File: config.mk
export PLATFORM = sky130hd
export DESIGN_NAME = simon_fsm_hard
export DESIGN_NICKNAME = d
export VERILOG_FILES = /design/src/rtl/simon_pkg.sv /design/src/rtl/simon_btn_edge.sv /design/src/rtl/simon_fsm_hard.sv
export SDC_FILE = /design/constraint.sdc
export NUM_CORES = 1
export LEC_CHECK = 0
export CAP_MARGIN = 20
export CORE_AREA = 2 2 58 66
export DETAILED_ROUTE_END_ITERATION = 16
export DIE_AREA = 0 0 60 68
export PLACE_DENSITY = 0.75
export SETUP_SLACK_MARGIN = 0.02
export SYNTH_ARGS = -nofsm -noshare
export SYNTH_HDL_FRONTEND = slang
export SYNTH_SLANG_ARGS = --single-unit
File: constraint.sdc
create_clock -name clk_tick -period 4.1 [get_ports clk_tick]
set_input_delay 0.41 -clock clk_tick [delete_from_list [all_inputs] [get_ports clk_tick]]
set_output_delay 0.41 -clock clk_tick [all_outputs]
set_load 0.02 [all_outputs]
File: src/rtl/simon_pkg.sv
// Shared types and helpers for the Simon game controller: state codes,
// the hard-coded colour sequence and the one-hot LED encoder.
package simon_pkg;

    typedef enum logic [2:0] {
        S_INIT  = 3'd0,
        S_PLAY  = 3'd1,
        S_WAIT  = 3'd2,
        S_CHECK = 3'd3,
        S_ERROR = 3'd4
    } state_t;

    localparam logic [3:0] LED_ALL   = 4'b1111;
    localparam logic [3:0] INIT_LAST = 4'd3;

    // Fixed colour sequence: element i is colour (i mod 4).
    function automatic logic [1:0] SEQ(input int unsigned idx);
        return 2'(idx % 4);
    endfunction

    function automatic logic [3:0] onehot4(input logic [1:0] c);
        return 4'b0001 << c;
    endfunction

endpackage

File: src/rtl/simon_btn_edge.sv
// Button press front end: registers the debounced button, turns each press
// into a single-tick event and holds the colour chosen for the check.
module simon_btn_edge (
    input  logic       clk_tick,
    input  logic       reset,
    input  logic       btn_valid_i,
    input  logic [1:0] btn_val_i,
    input  logic       cap_en_i,
    output logic       press_evt_o,
    output logic [1:0] val_o,
    output logic [1:0] btn_cap_o
);

    logic       valid_q;
    logic       valid_qq;
    logic [1:0] val_q;
    logic [1:0] btn_cap;

    always_ff @(posedge clk_tick) begin
        if (reset) begin
            valid_q  <= 1'b0;
            valid_qq <= 1'b0;
            val_q    <= 2'd0;
            btn_cap  <= 2'd0;
        end else begin
            valid_q  <= btn_valid_i;
            valid_qq <= valid_q;
            val_q    <= btn_val_i;
            if (cap_en_i) begin
                btn_cap <= val_q;
            end
        end
    end

    // Rising edge of the registered valid: one event per press, however long it is held.
    assign press_evt_o = valid_q & ~valid_qq;
    assign val_o       = val_q;
    assign btn_cap_o   = btn_cap;

endmodule

File: src/rtl/simon_fsm_hard.sv
// Simon game controller: attract/init, playback of a growing sequence prefix,
// input collection and checking, error and win handling. All outputs registered.
module simon_fsm_hard
    import simon_pkg::*;
#(
    parameter int N          = 4,
    parameter int SHOW_TICKS = 2
) (
    input  logic       clk_tick,
    input  logic       reset,
    input  logic       btn_valid,
    input  logic [1:0] btn_val,
    output logic [3:0] led,
    output logic       error_led,
    output logic [2:0] state,
    output logic [3:0] init_cnt
);

    localparam int RW = $clog2(N + 1);
    localparam int IW = (N > 1) ? $clog2(N) : 1;
    localparam int SW = (SHOW_TICKS > 0) ? $clog2(SHOW_TICKS + 1) : 1;

    state_t        state_q, state_d;
    logic [3:0]    init_cnt_q, init_cnt_d;
    logic [RW-1:0] round_cnt, round_cnt_d;
    logic [IW-1:0] input_idx, input_idx_d;
    logic [IW-1:0] play_idx, play_idx_d;
    logic [SW-1:0] show_cnt, show_cnt_d;
    logic [3:0]    led_q, led_d;
    logic          err_q, err_d;

    logic          cap_en;
    logic          press_evt;
    logic [1:0]    val_q;
    logic [1:0]    btn_cap;
    logic          last_play;
    logic          last_input;

    simon_btn_edge u_btn_edge (
        .clk_tick    (clk_tick),
        .reset       (reset),
        .btn_valid_i (btn_valid),
        .btn_val_i   (btn_val),
        .cap_en_i    (cap_en),
        .press_evt_o (press_evt),
        .val_o       (val_q),
        .btn_cap_o   (btn_cap)
    );

    assign last_play  = (RW'(play_idx) + RW'(1)) == round_cnt;
    assign last_input = (RW'(input_idx) + RW'(1)) == round_cnt;

    always_comb begin
        state_d     = state_q;
        init_cnt_d  = init_cnt_q;
        round_cnt_d = round_cnt;
        input_idx_d = input_idx;
        play_idx_d  = play_idx;
        show_cnt_d  = show_cnt;
        cap_en      = 1'b0;

        case (state_q)
            S_INIT: begin
                if (init_cnt_q == INIT_LAST) begin
                    state_d    = S_PLAY;
                    init_cnt_d = '0;
                    play_idx_d = '0;
                    show_cnt_d = '0;
                end else begin
                    init_cnt_d = init_cnt_q + 4'd1;
                end
            end
            // show_cnt == SHOW_TICKS is the dark gap after each element.
            S_PLAY: begin
                if (show_cnt == SW'(SHOW_TICKS)) begin
                    if (last_play) begin
                        state_d     = S_WAIT;
                        input_idx_d = '0;
                    end else begin
                        play_idx_d = play_idx + 1'b1;
                        show_cnt_d = '0;
                    end
                end else begin
                    show_cnt_d = show_cnt + 1'b1;
                end
            end
            S_WAIT: begin
                if (press_evt) begin
                    state_d = S_CHECK;
                    cap_en  = 1'b1;
                end
            end
            S_CHECK: begin
                if (btn_cap != SEQ(32'(input_idx))) begin
                    state_d = S_ERROR;
                end else if (!last_input) begin
                    input_idx_d = input_idx + 1'b1;
                    state_d     = S_WAIT;
                end else if (round_cnt != RW'(N)) begin
                    round_cnt_d = round_cnt + 1'b1;
                    input_idx_d = '0;
                    play_idx_d  = '0;
                    show_cnt_d  = '0;
                    state_d     = S_PLAY;
                end else begin
                    round_cnt_d = RW'(1);
                    input_idx_d = '0;
                    init_cnt_d  = '0;
                    state_d     = S_INIT;
                end
            end
            S_ERROR: begin
                if (press_evt) begin
                    round_cnt_d = RW'(1);
                    input_idx_d = '0;
                    play_idx_d  = '0;
                    show_cnt_d  = '0;
                    state_d     = S_PLAY;
                end
            end
            default: begin
                state_d    = S_INIT;
                init_cnt_d = '0;
            end
        endcase

        // LEDs are registered from the state being entered so they line up with it.
        led_d = '0;
        case (state_d)
            S_INIT:  led_d = LED_ALL;
            S_PLAY: begin
                if (show_cnt_d < SW'(SHOW_TICKS)) begin
                    led_d = onehot4(SEQ(32'(play_idx_d)));
                end
            end
            S_CHECK: led_d = onehot4(val_q);
            default: ;
        endcase
        err_d = (state_d == S_ERROR);
    end

    always_ff @(posedge clk_tick) begin
        if (reset) begin
            state_q    <= S_INIT;
            init_cnt_q <= '0;
            round_cnt  <= RW'(1);
            input_idx  <= '0;
            play_idx   <= '0;
            show_cnt   <= '0;
            led_q      <= '0;
            err_q      <= 1'b0;
        end else begin
            state_q    <= state_d;
            init_cnt_q <= init_cnt_d;
            round_cnt  <= round_cnt_d;
            input_idx  <= input_idx_d;
            play_idx   <= play_idx_d;
            show_cnt   <= show_cnt_d;
            led_q      <= led_d;
            err_q      <= err_d;
        end
    end

    assign led       = led_q;
    assign error_led = err_q;
    assign state     = state_q;
    assign init_cnt  = init_cnt_q;

endmodule

==> impl_metrics.json, run 1 <==
{
  "worstPathRequired_ns": 4.31,
  "start_util": 0.4254,
  "post_cts_buffers": 0,
  "hold_viol": 0,
  "fillers": 331,
  "vias": 1285,
  "final_common_cell": "dfxtp_1",
  "hp-class": "reg2reg",
  "crit_path_top_delay_cell": "or4b_4",
  "pre_cts_ws_ns": 1.723,
  "cts-hold-fix-buffers": 0,
  "clock_skew_ns": 0.005328,
  "vdd_drop_max_v": 0.0002591,
  "postRouteAntennaNets": 0,
  "finalSetupViolCount": 0,
  "cp.depth": 7,
  "dr.pass1.iters": 4,
  "arrival_ns": 2.62,
  "synthCells": 182,
  "cts_resized": 0,
  "whs_path_depth": 1,
  "die_area_mm2": 0.004080,
  "numPortBuffers": 16,
  "fmax_ghz": 0.4151,
  "synth_warnings": 0,
  "regArea_um2": 540.5,
  "yosysUniqueCellTypes": 44,
  "critPathBufInv": 0,
  "yosysSeqAreaShare": 0.3649,
  "place_congestion": 0.8250,
  "synth_top_cell_by_area": "dfxtp_1",
  "die_w_um": 60,
  "path_cells": "ha_1, xnor2_1, nand3_1, o311ai_0, nand3_1, or4b_4, o21ai_2",
  "drc_errors": 0,
  "antennaDiodeCount": 0,
  "grt_pass1_vias": 1141,
  "final_util": 0.4959,
  "ys_async_sr_fraction": 0,
  "power_density_mw_per_mm2": 330.8,
  "slew_headroom": 0.4338,
  "grt_util_all_layers": 0.1699,
  "top_usage_layer": "met2",
  "final_cell_mix": "27 x dfxtp_1, 25 x nor2_1, 17 x nand2_1",
  "vias_per_cell": 5.224,
  "fin_crit_sh": 0.5876,
  "die_h_um": 68,
  "syn_avg_cell_area_um2": 8.140,
  "drt_wl_total_mm": 3.044,
  "drive_gt1_frac": 0.06122,
  "cts_tree": "yes",
  "cts-buffers-inserted": 3,
  "coreArea_mm2": 0.003482,
  "cp-start-kind": "register",
  "worstPathMaxFanout": 5,
  "boundaryPins": 17,
  "cts_root_buf": "clkbuf_8",
  "grt_pass1_wl_mm": 5.209,
  "timing.hold.ws_ns": 0.4781,
  "synth.cell_area_mm2": 0.001481,
  "met1_usage": 0.2263,
  "fin_setup_tns_ns": 0,
  "rows": 23,
  "maxSlewViolCount": 0,
  "finish.net_count": 207,
  "area_delta_synth_final_pct": 16.55,
  "max-cap-violations": 0,
  "slowest_delay_ns": 0.54,
  "clock_latency_ns": 0.28,
  "crit_family": "simple AND/OR/NAND/NOR gates",
  "cts_buffer_depth": 2,
  "wl_per_cell_um": 12.37,
  "antenna_found_initial": 0,
  "rrSetupSlack_ns": 1.69,
  "end_kind": "register",
  "cts_sinks": 27,
  "outcome": "finished, final reports clean",
  "multiInputGateArea_um2": 894.6,
  "grt_setup_unrepaired": "no",
  "cts_max_level": 1,
  "synth.ff_latch_count": 27,
  "crit_type": "reg2reg",
  "reg2reg_depth": 7,
  "syn_nets": 192,
  "path_clk_slew_ns": 0.09,
  "synth_area_leaders": "dfxtp_1 36%, nor2_1 6.3%, a21oi_1 4.4%",
  "yosysTopAreaCellShare": 0.3649,
  "overflow": 0,
  "ys.flop_type": "dfxtp_1",
  "fin_crit_ns": 2.409,
  "path_common_cell": "nand3_1",
  "grt_use_met2": 0.2704,
  "first_iter_violations": 34,
  "setup_ws_ns": 1.691,
  "grt_max_degree": 24,
  "use_met3": 0.01890,
  "leakagePower_nw": 0.7035,
  "synth-edff-count": 0,
  "power_mw": 0.5712,
  "worst_slew_pin_slew_ns": 0.8466,
  "place_hpwl_mm": 2.250
}
cell families after synthesis:
logic type                 after synthesis  synth area share
muxes                                    6           0.04983
AOI/OAI and AO/OA                       37            0.1630
buffers and inverters                   12           0.03124
adders and majority gates                5           0.04223
xor gates and xnor gates                 9           0.05321
DFF                                     27            0.3649
and+or+nand+nor                         86            0.2956
through the flow:
stage	std cells	area [um2]
5_1_grt	246	1727
4_1_cts	246	1727
2_1_floorplan	182	1481
6_report	246	1727
3_3_place_gp	242	1680
3_5_place_dp	242	1680
synth_stat cells, types with 2 or more instances:
| cell | number |
|---|---|
| inv_1 | 6 |
| a31oi_1 | 3 |
| nand2_1 | 17 |
| ha_1 | 5 |
| o21ai_0 | 8 |
| nor2b_1 | 5 |
| and2_1 | 3 |
| nand4b_1 | 2 |
| nor3b_1 | 3 |
| nor3_1 | 9 |
| nor4_1 | 2 |
| a21oi_1 | 13 |
| clkbuf_1 | 4 |
| nand2b_1 | 2 |
| mux2i_1 | 4 |
| dfxtp_1 | 27 |
| nor2_1 | 25 |
| and3_1 | 4 |
| a21o_1 | 2 |
| xor2_1 | 6 |
| a22oi_1 | 2 |
| nand3_1 | 6 |
| xnor2_1 | 3 |
final timing paths:
path	from	end
hold reg to reg	u_btn_edge.valid_q$_SDFF_PP0_	u_btn_edge.valid_qq$_SDFF_PP0_
setup / recovery	input_idx[0]$_SDFFE_PP0P_	led[0]$_SDFF_PP0_
hold / removal	u_btn_edge.valid_q$_SDFF_PP0_	u_btn_edge.valid_qq$_SDFF_PP0_
setup reg to reg	input_idx[0]$_SDFFE_PP0P_	led[0]$_SDFF_PP0_
worst register-to-register path, delay by kind of cell, from the launching register on:
family / cells / cell delay [ns]
adders and majority gates: 1 / 0.30
xor gates and xnor gates: 1 / 0.18
DFF: 1 / 0.45
AOI/OAI and AO/OA: 2 / 0.51
and+or+nand+nor: 3 / 0.90
where the power goes:
part           switching (mW)  total (mW)  internal, mW
Sequential             0.0149       0.295         0.280
Clock                  0.0819       0.150        0.0682
Combinational          0.0666       0.126        0.0594
Total                   0.163       0.571         0.408
sequential cells by signal (all words and copies together), names as in the netlist:
name,flops
led,4
state,3
u_btn_edge.valid_q,1
error_led,1
u_btn_edge.btn_cap_o,2
init_cnt,4
u_btn_edge.val_o,2
input_idx,2
u_btn_edge.valid_qq,1
round_cnt,3
show_cnt,2
play_idx,2
area by class of cell:
type,count,share of cell area
Clock inverter,1,0.002899
Tap cell,50,0.03623
Clock buffer,3,0.02391
Inverter,6,0.01304
Sequential cell,27,0.3130
Multi-Input combinational cell,143,0.5181
Timing Repair Buffer,16,0.09275
per-layer routing:
layer,share of wire,up-vias,wire length (um)
met3,0.025,7,77
met5,0,-,0
met2,0.47,21,1430
li1,-,671,-
met4,0.024,0,74
met1,0.48,586,1462
No activity file was read; power rests on OpenSTA's default activity.
==> inputs of run 2 (changes only) <==
--- a/config.mk
+++ b/config.mk
@@ -9,7 +9,7 @@
 export CORE_AREA = 2 2 58 66
 export DETAILED_ROUTE_END_ITERATION = 16
 export DIE_AREA = 0 0 60 68
-export PLACE_DENSITY = 0.75
+export PLACE_DENSITY = 0.78
 export SETUP_SLACK_MARGIN = 0.02
 export SYNTH_ARGS = -nofsm -noshare
 export SYNTH_HDL_FRONTEND = slang
==> constraint.sdc (replaced) <==
create_clock -name clk_tick -period 1.98 [get_ports clk_tick]
set_input_delay 0.198 -clock clk_tick [delete_from_list [all_inputs] [get_ports clk_tick]]
set_output_delay 0.198 -clock clk_tick [all_outputs]
set_load 0.02 [all_outputs]
==> impl_metrics.json, run 2 (synthesis gave the netlist of run 1 again) <==
{
  "outcome": "complete, but fails checks",
  "violations": "setup timing",
  "setup_ws_ns": -0.04760,
  "fin_crit_sh": 1.024,
  "finish.net_count": 236,
  "grt_setup_unrepaired": "yes",
  "wl_met3_um": 139,
  "worstPathRequired_ns": 2.20,
  "worstPathMaxFanout": 3,
  "coreArea_mm2": 0.003482,
  "maxSlewViolCount": 0,
  "cts_sinks": 27,
  "leakagePower_nw": 0.8918,
  "stdcell_area_mm2": 0.002112,
  "routed.top_layer": "met4",
  "path_clk_slew_ns": 0.10,
  "numPortBuffers": 16,
  "grt_pass1_wl_mm": 6.113,
  "fin_crit_ns": 2.028,
  "clock_skew_ns": 0.008853,
  "place_hpwl_mm": 2.745,
  "drt_wl_total_mm": 4.120,
  "cp-start-kind": "register",
  "cts_tree": "yes",
  "vias_per_cell": 5.455,
  "start_util": 0.4254,
  "area_delta_synth_final_pct": 42.57,
  "grt_pass1_vias": 1370,
  "rows": 23,
  "drive_gt1_frac": 0.3022,
  "wl_met2_mm": 2.101,
  "grt_max_degree": 23,
  "wl_per_cell_um": 14.98,
  "cts_root_buf": "clkbuf_8",
  "antenna_found_initial": 0,
  "hp-class": "in2reg",
  "hold_viol": 0,
  "fin_cells": 275,
  "slew_headroom": 0.7494,
  "dpl_cell_area_mm2": 0.001898,
  "clock_latency_ns": 0.28,
  "max-cap-violations": 0,
  "final_util": 0.6065,
  "final_cell_mix": "28 x buf_4, 25 x nor2_1, 22 x dfxtp_1",
  "power_density_mw_per_mm2": 593.1,
  "vias": 1500,
  "first_iter_violations": 88,
  "fin_setup_tns_ns": -0.04760,
  "place_congestion": 0.8414,
  "wl_met1_mm": 1.730,
  "fmax_ghz": 0.4932,
  "crit_type": "reg2reg",
  "die_area_mm2": 0.004080,
  "boundaryPins": 17,
  "arrival_ns": 2.25,
  "worst_slew_pin_slew_ns": 0.3751,
  "vdd_drop_max_v": 0.0004338,
  "cts_buffer_depth": 2,
  "postRouteAntennaNets": 0,
  "die_w_um": 60,
  "die_h_um": 68,
  "grt_util_all_layers": 0.1999,
  "final_common_cell": "buf_4",
  "drc_errors": 0,
  "finalSetupViolCount": 1,
  "cts_max_level": 1,
  "dp_cells": 265,
  "cts-buffers-inserted": 3,
  "end_kind": "register",
  "dr.pass1.iters": 4,
  "overflow": 0,
  "antennaDiodeCount": 0
}
[run 2: area by class of cell]
class	instances	area [um2]
clock buffers	3	41.29
fillers	290	1370
flip-flops and latches	27	554.3
inverters	6	22.52
multi-input cells	143	1044
clock inverters	1	6.256
well taps	50	62.56
repair buffers	45	381.6
[run 2: what timing repair did]
item / 4_1_cts / 5_1_grt
buffers inserted: 3 / 3
pin swaps: 6 / 3
hold buffers: 0 / 0
endpoints found under the setup margin: 5 / 10
gates resized for setup: 7 / 20
[run 2: where the power goes]
part	internal [mW]	leakage (nW)	switching (mW)	total (mW)
logic	0.152	0.642	0.175	0.327
clock network	0.144	0.0260	0.183	0.327
registers	0.576	0.224	0.0224	0.599
total	0.873	0.892	0.380	1.25
[run 2: worst max-delay path: stages, from the launching register on]
cell      delay (ns)
dfxtp_4         0.37
buf_6           0.13
xor2_2          0.19
or2_4           0.29
o311ai_4        0.30
nand3_2         0.12
or4b_4          0.50
o21ai_2         0.07
[run 2: final timing paths]
kind                                       from                             end  slack (ns)  cells past startpoint
setup / recovery      input_idx[0]$_SDFFE_PP0P_               led[0]$_SDFF_PP0_       -0.05                      7
setup reg to reg      input_idx[0]$_SDFFE_PP0P_               led[0]$_SDFF_PP0_       -0.05                      7
hold / removal                       btn_val[0]  u_btn_edge.val_o[0]$_SDFF_PP0_        0.46                      2
hold reg to reg   u_btn_edge.valid_q$_SDFF_PP0_  u_btn_edge.valid_qq$_SDFF_PP0_        0.49                      1
[run 2: stage by stage]
step | total power [mW] | hold slack (ns) | worst slack, ns
final | 1.253 | 0.4626 | -0.04760
after global placement | 0.9118 | 0.4638 | 0.001599
after CTS | 1.235 | 0.4668 | -0.05614
after detailed placement | 0.9148 | 0.4739 | -0.09726
after global routing | 1.304 | 0.4740 | -0.08662
after floorplan | 0.7871 | 0.2696 | 0.02010
[run 2: metal layers]
metal	vias to the layer above	GRT usage
li1	730	-
met1	700	0.2460
met2	54	0.3410
met3	16	0.02268
met4	0	0.1000
met5	-	0
==> inputs of run 3 (changes only) <==
--- a/config.mk
+++ b/config.mk
@@ -9,7 +9,9 @@
 export CORE_AREA = 2 2 58 66
 export DETAILED_ROUTE_END_ITERATION = 16
 export DIE_AREA = 0 0 60 68
-export PLACE_DENSITY = 0.78
+export DONT_BUFFER_PORTS = 1
+export GPL_ROUTABILITY_DRIVEN = 0
+export PLACE_DENSITY = 0.71
 export SETUP_SLACK_MARGIN = 0.02
 export SYNTH_ARGS = -nofsm -noshare
 export SYNTH_HDL_FRONTEND = slang
==> impl_metrics.json, run 3 (synthesis gave the netlist of run 1 again) <==
{
  "clock_skew_ns": 0.003519,
  "grt_setup_unrepaired": "yes",
  "grt_util_all_layers": 0.2029,
  "whs_path_depth": 1,
  "startpoint": "input_idx[0]$_SDFFE_PP0P_",
  "grt_max_degree": 24,
  "antennaDiodeCount": 0,
  "finish.net_count": 230,
  "drc_errors": 0,
  "path_clk_slew_ns": 0.10,
  "cts_sinks": 27,
  "dr.pass1.iters": 4,
  "dpl_cell_area_mm2": 0.001795,
  "reg2reg_depth": 7,
  "violations": "hold timing, setup timing",
  "boundaryPins": 17,
  "setup_ws_ns": -0.06540,
  "r2r-start": "input_idx[0]$_SDFFE_PP0P_",
  "vias_per_cell": 5.335,
  "die_area_mm2": 0.004080,
  "timing.hold.ws_ns": -0.03595,
  "dp_cells": 255,
  "crit_type": "reg2reg",
  "coreArea_mm2": 0.003482,
  "final_common_cell": "buf_4",
  "worstPathRequired_ns": 2.20,
  "final_util": 0.5850,
  "fin_crit_sh": 1.033,
  "antenna_found_initial": 0,
  "fmax_ghz": 0.4889,
  "slew_headroom": 0.7621,
  "overflow": 0,
  "finalSetupViolCount": 2,
  "final_cell_mix": "28 x buf_4, 25 x nor2_1, 21 x dfxtp_1",
  "numPortBuffers": 0,
  "worstHoldStart": "reset",
  "stdcell_area_mm2": 0.002037,
  "leakagePower_nw": 0.8887,
  "cts_tree": "yes",
  "clock_latency_ns": 0.28,
  "cts-hold-fix-buffers": 8,
  "max-cap-violations": 0,
  "cts_max_level": 1,
  "outcome": "complete, but fails checks",
  "crit_path_top_delay_cell": "or4b_4",
  "wl_per_cell_um": 14.40,
  "worstPathMaxFanout": 4,
  "vdd_drop_max_v": 0.0003498,
  "path_cells": "buf_6, xor2_2, or2_4, o311ai_4, nand3_2, or4b_4, o21ai_2",
  "fin_crit_ns": 2.045,
  "hp-class": "in2reg",
  "place_hpwl_mm": 2.648,
  "worst_slew_pin_slew_ns": 0.3568,
  "fin_cells": 269,
  "die_w_um": 60,
  "power_density_mw_per_mm2": 586.3,
  "rows": 23,
  "drt_wl_total_mm": 3.873,
  "cp-start-kind": "register",
  "first_iter_violations": 74,
  "start_util": 0.4254,
  "maxSlewViolCount": 0,
  "area_delta_synth_final_pct": 37.50,
  "fillers": 308,
  "postRouteAntennaNets": 0,
  "cts_root_buf": "clkbuf_8",
  "die_h_um": 68,
  "vias": 1435,
  "drive_gt1_frac": 0.3014,
  "cts-buffers-inserted": 3,
  "grt_pass1_wl_mm": 6.196,
  "power_mw": 1.194,
  "grt_pass1_vias": 1357,
  "end_kind": "register",
  "cts_buffer_depth": 2,
  "slowest_delay_ns": 0.54,
  "arrival_ns": 2.27,
  "hold_viol": 14
}
[run 3: cell types whose count changed in the layout (fill, tap and decap cells not counted), moves of 2 or more]
cell             delta
dlygate4sd3_1       +8
a21oi_2             -2
dfxtp_2             +3
dfxtp_4             -2
clkdlybuf4s50_1    -16
[run 3: critical path: cells and delay by family, from the launching register on]
kind / cells / cell delay (ns)
XOR/XNOR: 1 / 0.18
AND/OR/NAND/NOR: 3 / 0.95
flip-flops: 1 / 0.35
AO/OA/AOI/OAI: 2 / 0.38
buffers and inverters: 1 / 0.13
[run 3: path summary, 6_finish.rpt]
check                                   end  slack [ns]
setup / recovery          led[0]$_SDFF_PP0_       -0.07
hold / removal    input_idx[0]$_SDFFE_PP0P_       -0.04
setup reg to reg          led[0]$_SDFF_PP0_       -0.07
hold reg to reg         state[1]$_SDFF_PP0_        0.52
[run 3: stage by stage]
| step | setup slack (ns) | setup TNS [ns] | hold WS [ns] |
|---|---|---|---|
| floorplan | 0.02010 | 0 | 0.2696 |
| global placement | -0.001074 | -0.001074 | 0.2665 |
| detailed placement | -0.05406 | -0.07393 | 0.2654 |
| CTS | -0.03936 | -0.03936 | -0.03624 |
| global route | -0.1133 | -0.5024 | -0.04237 |
| finish | -0.06540 | -0.07080 | -0.03595 |
[run 3: cell type report]
class	count	area, um2	share of cell area
well taps	50	62.56	0.03071
inverters	6	22.52	0.01106
multi-input cells	143	1021	0.5012
flip-flops and latches	27	550.5	0.2703
clock buffers	3	41.29	0.02027
clock inverters	1	6.256	0.003071
repair buffers	39	332.8	0.1634
[run 3: per-layer routing]
| metal | wire length (um) | track usage | share of wire |
|---|---|---|---|
| met5 | 0 | 0 | 0 |
| met4 | 80 | 0.08333 | 0.021 |
| met3 | 140 | 0.03214 | 0.036 |
| met2 | 1990 | 0.3546 | 0.51 |
| met1 | 1661 | 0.2442 | 0.43 |
[run 3: what timing repair did]
item / in CTS / in global routing
pin swaps: 3 / 5
gates cloned: 0 / 0
setup endpoints to repair: 6 / 11
setup buffers: 1 / 1
gates resized for setup: 6 / 16
hold endpoints to repair: 22 / 14
[run 3: where the power goes]
group          switching [mW]  internal [mW]  total [mW]
logic                   0.129          0.108       0.237
registers              0.0450          0.579       0.624
clock network           0.188          0.144       0.333
total                   0.362          0.832        1.19
